--- config.mk ---
export PLATFORM = sky130hd
export DESIGN_NAME = para_sram_arbiter_flat
export DESIGN_NICKNAME = d
export VERILOG_FILES = /design/src/rtl/para_sram_arbiter_if.sv /design/src/rtl/para_sram_arbiter.sv /design/src/flat_wrapper.sv
export SDC_FILE = /design/constraint.sdc
export NUM_CORES = 1
export LEC_CHECK = 0
export ABC_AREA = 1
export BUFFER_PORTS_ARGS = -buffer_cell sky130_fd_sc_hd__clkbuf_2
export CELL_PAD_IN_SITES_DETAIL_PLACEMENT = 1
export CELL_PAD_IN_SITES_GLOBAL_PLACEMENT = 2
export CORE_MARGIN = 5
export CORE_UTILIZATION = 30
export CTS_BUF_LIST = sky130_fd_sc_hd__clkbuf_8
export DETAILED_ROUTE_END_ITERATION = 12
export PLACE_DENSITY = 0.85
export SETUP_SLACK_MARGIN = 0.15
export SLEW_MARGIN = 40
export SYNTH_ARGS = -nofsm -noshare
export SYNTH_HDL_FRONTEND = slang
export SYNTH_SLANG_ARGS = --single-unit
--- constraint.sdc ---
create_clock -name i_clk -period 1.85 [get_ports i_clk]
set_input_delay 0.37 -clock i_clk [delete_from_list [all_inputs] [get_ports i_clk]]
set_output_delay 0.37 -clock i_clk [all_outputs]
set_load 0.005 [all_outputs]
--- src/rtl/para_sram_arbiter_if.sv ---
// Requester and SRAM-side bus of the parallel SRAM arbiter.
// slave = arbiter view, master = requesters + SRAM view.
interface para_sram_arbiter_if #(
  parameter int NUM_REQ      = 2,
  parameter int NUM_PARALLEL = 6,
  parameter int ADDR_W       = 13,
  parameter int DATA_W       = 24,
  parameter int BANK_W       = 3
);
  logic [NUM_REQ-1:0]                   i_req_valid;
  logic [NUM_REQ-1:0]                   i_req_we;
  logic [NUM_REQ-1:0][BANK_W-1:0]       i_req_bank;
  logic [NUM_REQ-1:0][ADDR_W-1:0]       i_req_addr;
  logic [NUM_REQ-1:0][DATA_W-1:0]       i_req_wdata;
  logic [NUM_REQ-1:0]                   o_req_gnt;
  logic [NUM_REQ-1:0]                   o_rvalid;
  logic [NUM_REQ-1:0][DATA_W-1:0]       o_rdata;
  logic [NUM_PARALLEL-1:0]              o_write_en;
  logic [NUM_PARALLEL-1:0][ADDR_W-1:0]  o_write_address;
  logic [NUM_PARALLEL-1:0][DATA_W-1:0]  o_write_data;
  logic [NUM_PARALLEL-1:0][ADDR_W-1:0]  o_read_address;
  logic [NUM_PARALLEL-1:0][DATA_W-1:0]  i_read_data;

  modport slave (
    input  i_req_valid, i_req_we, i_req_bank,
    input  i_req_addr, i_req_wdata, i_read_data,
    output o_req_gnt, o_rvalid, o_rdata,
    output o_write_en, o_write_address,
    output o_write_data, o_read_address
  );

  modport master (
    output i_req_valid, i_req_we, i_req_bank,
    output i_req_addr, i_req_wdata, i_read_data,
    input  o_req_gnt, o_rvalid, o_rdata,
    input  o_write_en, o_write_address,
    input  o_write_data, o_read_address
  );
endinterface

--- src/rtl/para_sram_arbiter.sv ---
// Per-bank round-robin write/read arbiter for a banked parallel SRAM.
// Define PARA_SRAM_ARB_BYPASS_EN to forward same-cycle write data to reads.
module para_sram_arbiter #(
  parameter int NUM_REQ      = 2,
  parameter int NUM_PARALLEL = 6,
  parameter int ADDR_W       = 13,
  parameter int DATA_W       = 24,
  parameter int SRAM_LAT     = 1,
  parameter int BANK_W       = 3
) (
  input  logic               i_clk,
  input  logic               i_rst_n,
  para_sram_arbiter_if.slave bus
);

  localparam int PTR_W = (NUM_REQ > 1) ? $clog2(NUM_REQ) : 1;
  localparam int DEPTH = 1 + SRAM_LAT;

  function automatic int wrap(input int p, input int k);
    int s;
    s = p + k;
    if (s >= NUM_REQ) s = s - NUM_REQ;
    return s;
  endfunction

  logic [NUM_PARALLEL-1:0][PTR_W-1:0] wptr;
  logic [NUM_PARALLEL-1:0][PTR_W-1:0] rptr;
  logic [NUM_PARALLEL-1:0][PTR_W-1:0] wwin;
  logic [NUM_PARALLEL-1:0][PTR_W-1:0] rwin;
  logic [NUM_PARALLEL-1:0]            wgnt_any;
  logic [NUM_PARALLEL-1:0]            rgnt_any;
  logic [NUM_REQ-1:0]                 bad;
  logic [NUM_REQ-1:0]                 gnt_raw;
  logic [NUM_REQ-1:0]                 gnt;
  logic [NUM_REQ-1:0]                 rd_gnt;

  logic [DEPTH-1:0][NUM_REQ-1:0]             tag_v;
  logic [DEPTH-1:0][NUM_REQ-1:0]             tag_bad;
  logic [DEPTH-1:0][NUM_REQ-1:0][BANK_W-1:0] tag_bank;

  // Out-of-range banks are accepted at once and never reach the SRAM.
  always_comb begin
    bad      = '0;
    gnt_raw  = '0;
    wgnt_any = '0;
    rgnt_any = '0;
    wwin     = '0;
    rwin     = '0;
    for (int r = 0; r < NUM_REQ; r++) begin
      bad[r] = int'(bus.i_req_bank[r]) >= NUM_PARALLEL;
      if (bus.i_req_valid[r] && bad[r]) gnt_raw[r] = 1'b1;
    end
    for (int b = 0; b < NUM_PARALLEL; b++) begin
      for (int k = 0; k < NUM_REQ; k++) begin
        for (int r = 0; r < NUM_REQ; r++) begin
          if (r == wrap(int'(wptr[b]), k) && !wgnt_any[b] &&
              bus.i_req_valid[r] && bus.i_req_we[r] && !bad[r] &&
              bus.i_req_bank[r] == BANK_W'(b)) begin
            wgnt_any[b] = 1'b1;
            wwin[b]     = PTR_W'(r);
            gnt_raw[r]  = 1'b1;
          end
          if (r == wrap(int'(rptr[b]), k) && !rgnt_any[b] &&
              bus.i_req_valid[r] && !bus.i_req_we[r] && !bad[r] &&
              bus.i_req_bank[r] == BANK_W'(b)) begin
            rgnt_any[b] = 1'b1;
            rwin[b]     = PTR_W'(r);
            gnt_raw[r]  = 1'b1;
          end
        end
      end
    end
  end

  assign gnt           = gnt_raw & {NUM_REQ{i_rst_n}};
  assign rd_gnt        = gnt & ~bus.i_req_we;
  assign bus.o_req_gnt = gnt;

  always_ff @(posedge i_clk or negedge i_rst_n) begin
    if (!i_rst_n) begin
      wptr <= '0;
      rptr <= '0;
    end else begin
      for (int b = 0; b < NUM_PARALLEL; b++) begin
        if (wgnt_any[b])
          wptr[b] <= PTR_W'(wrap(int'(wwin[b]), 1));
        if (rgnt_any[b])
          rptr[b] <= PTR_W'(wrap(int'(rwin[b]), 1));
      end
    end
  end

  always_ff @(posedge i_clk or negedge i_rst_n) begin
    if (!i_rst_n) begin
      bus.o_write_en      <= '0;
      bus.o_write_address <= '0;
      bus.o_write_data    <= '0;
      bus.o_read_address  <= '0;
    end else begin
      for (int b = 0; b < NUM_PARALLEL; b++) begin
        bus.o_write_en[b] <= wgnt_any[b];
        if (wgnt_any[b]) begin
          bus.o_write_address[b] <= bus.i_req_addr[wwin[b]];
          bus.o_write_data[b]    <= bus.i_req_wdata[wwin[b]];
        end
        if (rgnt_any[b])
          bus.o_read_address[b] <= bus.i_req_addr[rwin[b]];
      end
    end
  end

  always_ff @(posedge i_clk or negedge i_rst_n) begin
    if (!i_rst_n) begin
      tag_v    <= '0;
      tag_bad  <= '0;
      tag_bank <= '0;
    end else begin
      tag_v[0]    <= rd_gnt;
      tag_bad[0]  <= bad;
      tag_bank[0] <= bus.i_req_bank;
      for (int s = 1; s < DEPTH; s++) begin
        tag_v[s]    <= tag_v[s-1];
        tag_bad[s]  <= tag_bad[s-1];
        tag_bank[s] <= tag_bank[s-1];
      end
    end
  end

`ifdef PARA_SRAM_ARB_BYPASS_EN
  logic [NUM_REQ-1:0]                        byp;
  logic [NUM_REQ-1:0][DATA_W-1:0]            byp_data;
  logic [DEPTH-1:0][NUM_REQ-1:0]             tag_byp;
  logic [DEPTH-1:0][NUM_REQ-1:0][DATA_W-1:0] tag_bdata;

  always_comb begin
    byp      = '0;
    byp_data = '0;
    for (int b = 0; b < NUM_PARALLEL; b++) begin
      for (int r = 0; r < NUM_REQ; r++) begin
        if (wgnt_any[b] && rgnt_any[b] && rwin[b] == PTR_W'(r) &&
            bus.i_req_addr[wwin[b]] == bus.i_req_addr[rwin[b]]) begin
          byp[r]      = 1'b1;
          byp_data[r] = bus.i_req_wdata[wwin[b]];
        end
      end
    end
  end

  always_ff @(posedge i_clk or negedge i_rst_n) begin
    if (!i_rst_n) begin
      tag_byp   <= '0;
      tag_bdata <= '0;
    end else begin
      tag_byp[0]   <= byp;
      tag_bdata[0] <= byp_data;
      for (int s = 1; s < DEPTH; s++) begin
        tag_byp[s]   <= tag_byp[s-1];
        tag_bdata[s] <= tag_bdata[s-1];
      end
    end
  end
`endif

  always_ff @(posedge i_clk or negedge i_rst_n) begin
    if (!i_rst_n) begin
      bus.o_rvalid <= '0;
      bus.o_rdata  <= '0;
    end else begin
      for (int r = 0; r < NUM_REQ; r++) begin
        bus.o_rvalid[r] <= tag_v[DEPTH-1][r];
        if (tag_v[DEPTH-1][r]) begin
          if (tag_bad[DEPTH-1][r])
            bus.o_rdata[r] <= '0;
`ifdef PARA_SRAM_ARB_BYPASS_EN
          else if (tag_byp[DEPTH-1][r])
            bus.o_rdata[r] <= tag_bdata[DEPTH-1][r];
`endif
          else
            bus.o_rdata[r] <= bus.i_read_data[tag_bank[DEPTH-1][r]];
        end
      end
    end
  end

endmodule

--- src/flat_wrapper.sv ---
// flat-port wrapper written by rule: the top's interface ports become plain ports
module para_sram_arbiter_flat 
#(
  parameter int NUM_REQ      = 2,
  parameter int NUM_PARALLEL = 6,
  parameter int ADDR_W       = 13,
  parameter int DATA_W       = 24,
  parameter int SRAM_LAT     = 1,
  parameter int BANK_W       = 3
)
  (i_clk, i_rst_n, bus_i_req_valid, bus_i_req_we, bus_i_req_bank, bus_i_req_addr, bus_i_req_wdata, bus_i_read_data, bus_o_req_gnt, bus_o_rvalid, bus_o_rdata, bus_o_write_en, bus_o_write_address, bus_o_write_data, bus_o_read_address);
  para_sram_arbiter_if #(.NUM_REQ(NUM_REQ), .NUM_PARALLEL(NUM_PARALLEL), .ADDR_W(ADDR_W), .DATA_W(DATA_W), .BANK_W(BANK_W)) bus_i ();
  input  logic i_clk;
  input  logic i_rst_n;
  input wire logic [$bits(bus_i.i_req_valid)-1:0] bus_i_req_valid;
  input wire logic [$bits(bus_i.i_req_we)-1:0] bus_i_req_we;
  input wire logic [$bits(bus_i.i_req_bank)-1:0] bus_i_req_bank;
  input wire logic [$bits(bus_i.i_req_addr)-1:0] bus_i_req_addr;
  input wire logic [$bits(bus_i.i_req_wdata)-1:0] bus_i_req_wdata;
  input wire logic [$bits(bus_i.i_read_data)-1:0] bus_i_read_data;
  output wire logic [$bits(bus_i.o_req_gnt)-1:0] bus_o_req_gnt;
  output wire logic [$bits(bus_i.o_rvalid)-1:0] bus_o_rvalid;
  output wire logic [$bits(bus_i.o_rdata)-1:0] bus_o_rdata;
  output wire logic [$bits(bus_i.o_write_en)-1:0] bus_o_write_en;
  output wire logic [$bits(bus_i.o_write_address)-1:0] bus_o_write_address;
  output wire logic [$bits(bus_i.o_write_data)-1:0] bus_o_write_data;
  output wire logic [$bits(bus_i.o_read_address)-1:0] bus_o_read_address;
  assign bus_i.i_req_valid = bus_i_req_valid;
  assign bus_i.i_req_we = bus_i_req_we;
  assign bus_i.i_req_bank = bus_i_req_bank;
  assign bus_i.i_req_addr = bus_i_req_addr;
  assign bus_i.i_req_wdata = bus_i_req_wdata;
  assign bus_i.i_read_data = bus_i_read_data;
  assign bus_o_req_gnt = bus_i.o_req_gnt;
  assign bus_o_rvalid = bus_i.o_rvalid;
  assign bus_o_rdata = bus_i.o_rdata;
  assign bus_o_write_en = bus_i.o_write_en;
  assign bus_o_write_address = bus_i.o_write_address;
  assign bus_o_write_data = bus_i.o_write_data;
  assign bus_o_read_address = bus_i.o_read_address;
  para_sram_arbiter #(.NUM_REQ(NUM_REQ), .NUM_PARALLEL(NUM_PARALLEL), .ADDR_W(ADDR_W), .DATA_W(DATA_W), .SRAM_LAT(SRAM_LAT), .BANK_W(BANK_W)) u_core (.i_clk(i_clk), .i_rst_n(i_rst_n), .bus(bus_i));
endmodule
==> flow_metrics.tcl, run 1 <==
set metrics [dict create \
    outcome "complete, but fails checks" \
    violations "setup timing" \
    switchingPower_mw 9.749 \
    synthMostInstantiatedCell "nand2_1" \
    ir_worst_vdd_v 0.0006382 \
    cp_max_fo 3 \
    hp-class "in -> reg" \
    layout_min_cycle_time_ns 2.439 \
    arrival_ns 2.07 \
    cts_buffer_depth 3 \
    intPower_mw 18.38 \
    core_area_um2 64700 \
    vias 22420 \
    start_util_pct 30.39 \
    synth_top_area_cell "dfrtp_1" \
    syn_area_um2 19660 \
    critPathCaptureType "primary output" \
    synth_top_area_share_pct 49.38 \
    antenna_found_initial 5 \
    final-setup-viol-count 2 \
    yosysUniqueCellTypes 31 \
    syn_nets 2816 \
    tightest_slew_ns 0.6272 \
    slew_headroom_pct 58.19 \
    yosys_warnings 0 \
    gp_congestion 0.9251 \
    synth_cells 2586 \
    grt_max_degree 103 \
    die-area_um2 70760 \
    cts-root-buf "clkbuf_8" \
    grt_setup_unrepaired "true" \
    cts-htree-levels 3 \
    die_w_um 266.0 \
    crit_required_ns 1.48 \
    r2r-start "u_core.rptr[4]" \
    use_met3_pct 7.277 \
    drtIter0Drc 1774 \
    comb_power_share_pct 27.0 \
    synth_seq_cells 388 \
    syn_area_per_cell_um2 7.603 \
    dominantRegCellSynth "dfrtp_1" \
    drc 0 \
    reg2reg_depth 11 \
    synth-edff-count 0 \
    clock.fmax_mhz 410.0 \
    swShare_pct 34.65 \
    synthToLayoutAreaGrowth_pct 37.40 \
    use_met1_pct 32.96 \
    grt-ovfl-total 0 \
    synthTopCellsByArea "dfrtp_1 (49%), nand2_1 (14%), a31oi_1 (9.1%)" \
    clk_pin_slew_ns 0.07 \
    fin_crit_sh_pct 131.8 \
    yosysSeqAreaShare_pct 49.38 \
    use_met2_pct 45.38 \
    hold_depth 3 \
    fill_cells 8085 \
    register_area_um2 9719 \
    seqPwrFrac_pct 42.8 \
    drv_cap 0 \
    final_cells 4189 \
    via_per_inst 5.351 \
    cts_tree "built" \
    hold_violations 0 \
    place.detailed.hpwl_um 73410 \
    rows 93 \
    antenna_left 0 \
    dp.cells 4031 \
    multiInputGateArea_um2 8917 \
    dr.pass1.iters 5 \
    grt_pass1_wl_um 148600 \
    maxSlewViolCount 0 \
    p_per_area_nw_per_um2 1041 \
    cp-start-kind "flip-flop" \
    fin_util_pct 41.76 \
    worst_hold_path.endpoint "u_core.bus.o_write_data[105]" \
    layout-drive-gt1-share_pct 29.93 \
    io_pins 588 \
    worstReg2RegEnd "u_core.bus.o_read_address[60]" \
    postRouteWirelength_um 101200 \
    setup_slack_ns -0.5892 \
    grt_usage_pct 26.87 \
    fin_skew_ns 0.05764 \
    r2r_slack_ns 0.13 \
    grt_pass1_vias 23800 \
    finalNetCount 3515 \
    synthTopCellsByCount "nand2_1 (750), nor2_1 (445), dfrtp_1 (388), a31oi_1 (287), o21ai_0 (218)" \
    p_leak_nw 13.12 \
    worstSkewPairLatency_ns 0.66 \
    p_clk_share_pct 30.2 \
    cts_buffers 75 \
    cts_num_sinks 388 \
    busiest_layer "met2" \
    avgRoutedWirePerCell_um 24.16 \
    holdCritStartpoint "bus_i_req_wdata[33]" \
    worstSetupPathType "reg -> out" \
    async_flop_share_pct 100.0 \
    die_h_um 266.0 \
    portBuffers 587 \
]
metrics by stage:
| stage | power (mW) | TNS [ns] | setup slack [ns] | hold WS, ns | cell area (µm²) |
|---|---|---|---|---|---|
| final | 28.13 | -1.153 | -0.5892 | 0.06210 | 27020 |
| after global routing | 29.68 | -1.455 | -0.7444 | 0.02774 | 27020 |
| after CTS | 28.30 | -1.342 | -0.6739 | 0.001281 | 26560 |
| after detailed placement | 19.60 | -41.45 | -0.3983 | 0.3362 | 24880 |
| after global placement | 19.31 | -25.61 | -0.3622 | 0.3316 | 24880 |
| after floorplan | 14.66 | 0 | 0.1736 | 0.07441 | 19660 |
power groups by stage:
stage / clock [mW] / sequential (mW) / combinational (mW)
finish: 8.50 / 12.0 / 7.60
global route: 9.12 / 12.2 / 8.33
CTS: 8.71 / 12.0 / 7.56
detailed placement: 0 / 12.1 / 7.47
global placement: 0 / 12.1 / 7.25
floorplan: 0 / 11.9 / 2.80
registers in the layout, indices dropped and copies added, names as in the netlist:
signal,cells
u_core.rptr,6
u_core.bus.o_write_address,78
u_core.tag_bad,4
u_core.tag_bank,12
u_core.bus.o_read_address,78
u_core.bus.o_write_data,144
u_core.tag_v,4
u_core.bus.o_rvalid,2
u_core.bus.o_rdata,48
u_core.bus.o_write_en,6
u_core.wptr,6
kinds of logic after synthesis:
group | Yosys count | share of synthesized area (%)
AND/OR/NAND/NOR | 1277 | 25.14
buffers and inverters | 283 | 6.306
AO/OA/AOI/OAI | 638 | 19.17
flip-flops | 388 | 49.38
what timing repair did:
item	4_1_cts	5_1_grt
hold buffers	13	0
gates resized for setup	30	60
pin swaps	9	22
endpoints found under the setup margin	64	194
hold endpoints to repair	161	0
cloned	0	8
buffers inserted	3	8
cells in the final DEF, fill, tap and decap left out, drive strengths merged, types with 3 or more instances in the layout:
master,Yosys,layout
a31oi,287,287
o21ai,240,240
clkbuf,99,683
o211ai,4,4
a22o,48,48
clkinv,2,10
a21oi,54,54
nand3,63,63
dlygate4sd3,0,13
buf,100,215
a21boi,3,3
inv,82,100
clkinvlp,0,6
dfrtp,388,388
nor2,451,451
nand4,8,8
diode,0,3
nand2,754,754
how the worst max path moves through the flow:
stage	from	end	cells after the start
finish	u_core.rptr[4]	bus_o_req_gnt[1]	12
global route	u_core.rptr[4]	bus_o_req_gnt[0]	12
CTS	u_core.rptr[4]	bus_o_req_gnt[1]	12
detailed placement	bus_i_req_bank[1]	bus_o_req_gnt[1]	13
global placement	bus_i_req_bank[0]	bus_o_req_gnt[1]	13
floorplan	bus_i_req_bank[0]	bus_o_req_gnt[1]	10
cell type report:
type                            count  area share (%)
Sequential cell                   388           35.98
Clock buffer                       91           4.636
Inverter                           84           1.237
Timing Repair Buffer              820           20.45
Clock inverter                     32          0.6808
Tap cell                          855           3.960
Timing Repair inverter              1         0.02779
Antenna cell                        3         0.02779
Multi-Input combinational cell   1915           33.01
worst max-delay path, stage by stage (launching register included):
cell and delay, ns:
dfrtp_1 0.37, inv_2 0.06, buf_6 0.12, nand2_2 0.08, nor2_4 0.04, nand2_2 0.07
nand2_1 0.07, nor2_2 0.11, nand3_2 0.09, o21ai_2 0.15, buf_4 0.13, inv_2 0.03
clkbuf_2 0.10
per-layer routing:
| metal | vias up | share of wire, % |
|---|---|---|
| met1 | 11300 | 40 |
| met2 | 891 | 48 |
| met4 | 4 | 3.7 |
| met3 | 203 | 8.3 |
| met5 | - | 0.023 |
| li1 | 10020 | - |
(Power assumes the default switching activity.)
==> run 2: changes to the inputs <==
Settings changed: CORE_MARGIN 5 to 1, CORE_UTILIZATION 30 to 29, CTS_BUF_LIST sky130_fd_sc_hd__clkbuf_8 to unset, PLACE_DENSITY 0.85 to 0.83.
==> flow_metrics.tcl, run 2 (synthesis gave the netlist of run 1 again) <==
set metrics [dict create \
    p_per_area_nw_per_um2 1080 \
    core_area_um2 67160 \
    grt-ovfl-total 0 \
    cp_max_fo 4 \
    cpMostUsedCell "nand2_2" \
    die_w_um 262.4 \
    top_register "u_core.bus.o_write_data" \
    worstReg2RegEnd "u_core.bus.o_rdata[46]" \
    busiest_layer "met2" \
    hold_depth 2 \
    die_h_um 262.4 \
    cts_buffer_depth 3 \
    place.detailed.hpwl_um 71560 \
    finalNetCount 3469 \
    worstSetupPathType "reg -> out" \
    cts-htree-levels 2 \
    grt_setup_unrepaired "true" \
    drv_cap 0 \
    layout-drive-gt1-share_pct 28.96 \
    fin_crit_sh_pct 125.4 \
    die-area_um2 68850 \
    grt_max_degree 76 \
    io_pins 588 \
    arrival_ns 1.95 \
    whs_ns 0.07521 \
    use_met3_pct 8.246 \
    final_common_cell "nand2_1" \
    r2r_slack_ns 0.23 \
    worstSetupStartpoint "u_core.rptr[4]" \
    hold_violations 0 \
    outcome "complete, but fails checks" \
    worstSkewPairLatency_ns 0.62 \
    reg2reg_depth 7 \
    maxSlewViolCount 0 \
    cts_num_sinks 388 \
    vias 22030 \
    fin_skew_ns 0.03832 \
    cp-endpoint "bus_o_req_gnt[0]" \
    violations "setup timing" \
    path_depth 11 \
    slew_headroom_pct 64.43 \
    placed_cell_area_um2 24920 \
    crit_required_ns 1.48 \
    rows 95 \
    antenna_left 0 \
    grt_pass1_vias 23020 \
    postRouteWirelength_um 99540 \
    clk_pin_slew_ns 0.06 \
    critPathMaxStageDelay_ns 0.34 \
    use_met2_pct 47.11 \
    critical_path_buf_inv_count 4 \
    critPathCaptureType "primary output" \
    reg_top3 "u_core.bus.o_write_data (144), u_core.bus.o_read_address (78), u_core.bus.o_write_address (78)" \
    r2r-start "u_core.tag_bank[9]" \
    portBuffers 587 \
    layout_min_cycle_time_ns 2.320 \
    path_delay_family "simple AND/OR/NAND/NOR gates" \
    cts_buffers 46 \
    cts-root-buf "clkbuf_16" \
    fin_area_um2 26990 \
    final_cell_mix "nand2_1 (733), clkbuf_2 (585), nor2_1 (435)" \
    antenna_found_initial 3 \
    gp_congestion 0.8774 \
    clock.fmax_mhz 431.0 \
    p_leak_nw 12.99 \
    grt_usage_pct 27.71 \
    grt_pass1_wl_um 147500 \
    ir_worst_vdd_v 0.0006917 \
    cts_tree "built" \
    largest_reg_flops 144 \
    path_cells "inv_1, buf_6, nand4_1, nand2_1, nor2_2, nand2_2, nor2_1, nand3_1, nand2_2, inv_2, buf_8" \
    cp-start-kind "flip-flop" \
    setup_slack_ns -0.4701 \
    drc 0 \
    drtIter0Drc 1547 \
    start_util_pct 29.28 \
    tightest_slew_ns 0.5336 \
    cpMaxStageDelayCell "dfrtp_1" \
    dr.pass1.iters 5 \
    final-setup-viol-count 2 \
    holdCritStartpoint "bus_i_req_bank[4]" \
    avgRoutedWirePerCell_um 23.98 \
    hp-class "in -> reg" \
    via_per_inst 5.307 \
    synthToLayoutAreaGrowth_pct 37.28 \
    use_met1_pct 33.08 \
]
[run 2: worst reg2reg max path, cell delays in order, from the launching register on]
cell     delay [ns]
dfrtp_2        0.45
buf_12         0.18
buf_4          0.20
o21ai_0        0.18
o21ai_0        0.13
nand2_1        0.10
o21ai_0        0.10
a22o_1         0.19
[run 2: how the worst min path moves through the flow]
stage / to / slack (ns)
2_1_floorplan: u_core.bus.o_rdata[0] / 0.07
3_3_place_gp: u_core.bus.o_rvalid[0] / 0.22
3_5_place_dp: u_core.bus.o_rvalid[0] / 0.22
4_1_cts: u_core.tag_bank[4] / 0.03
5_1_grt: u_core.tag_bank[4] / 0.06
6_report: u_core.tag_bank[4] / 0.08
[run 2: routing by layer]
layer | part of all wire, % | up-vias
met5 | 0.029 | -
met4 | 4.0 | 4
met3 | 7.8 | 181
met2 | 48 | 766
met1 | 40 | 11150
li1 | - | 9928
[run 2: metrics by stage]
step / TNS, ns / setup slack [ns] / power [mW] / util [%] / instances
final: -0.9024 / -0.4701 / 29.14 / 40.19 / 4151
after global routing: -1.121 / -0.5611 / 30.58 / 40.19 / 4151
after CTS: -2.885 / -0.5100 / 29.29 / 39.63 / 4136
after detailed placement: -48.98 / -0.3702 / 19.54 / 37.11 / 4042
after global placement: -37.66 / -0.3351 / 19.23 / 37.11 / 4042
after floorplan: 0 / 0.1736 / 14.66 / - / 2586
[run 2: cell type report]
cell class,instances,area [µm²]
Fill cell,8232,40170
Sequential cell,388,9714
Multi-Input combinational cell,1915,8877
Timing Repair Buffer,803,5390
Clock buffer,70,1361
Tap cell,873,1092
Inverter,84,330.3
Clock inverter,16,216.5
Timing Repair inverter,1,7.507
Antenna cell,1,2.502
[run 2: report_power, final]
group,switching [mW],internal [mW]
Combinational,4.42,3.28
Clock,4.01,5.55
Sequential,1.37,10.5
Total,9.79,19.4
[run 2: what timing repair did]
item / in CTS / in global routing
resized for setup: 14 / 45
buffers inserted: 4 / 4
setup endpoints to repair: 29 / 81
hold buffers: 4 / 1
endpoints found under the hold margin: 134 / 7
gates cloned: 0 / 9
pin swaps: 5 / 28
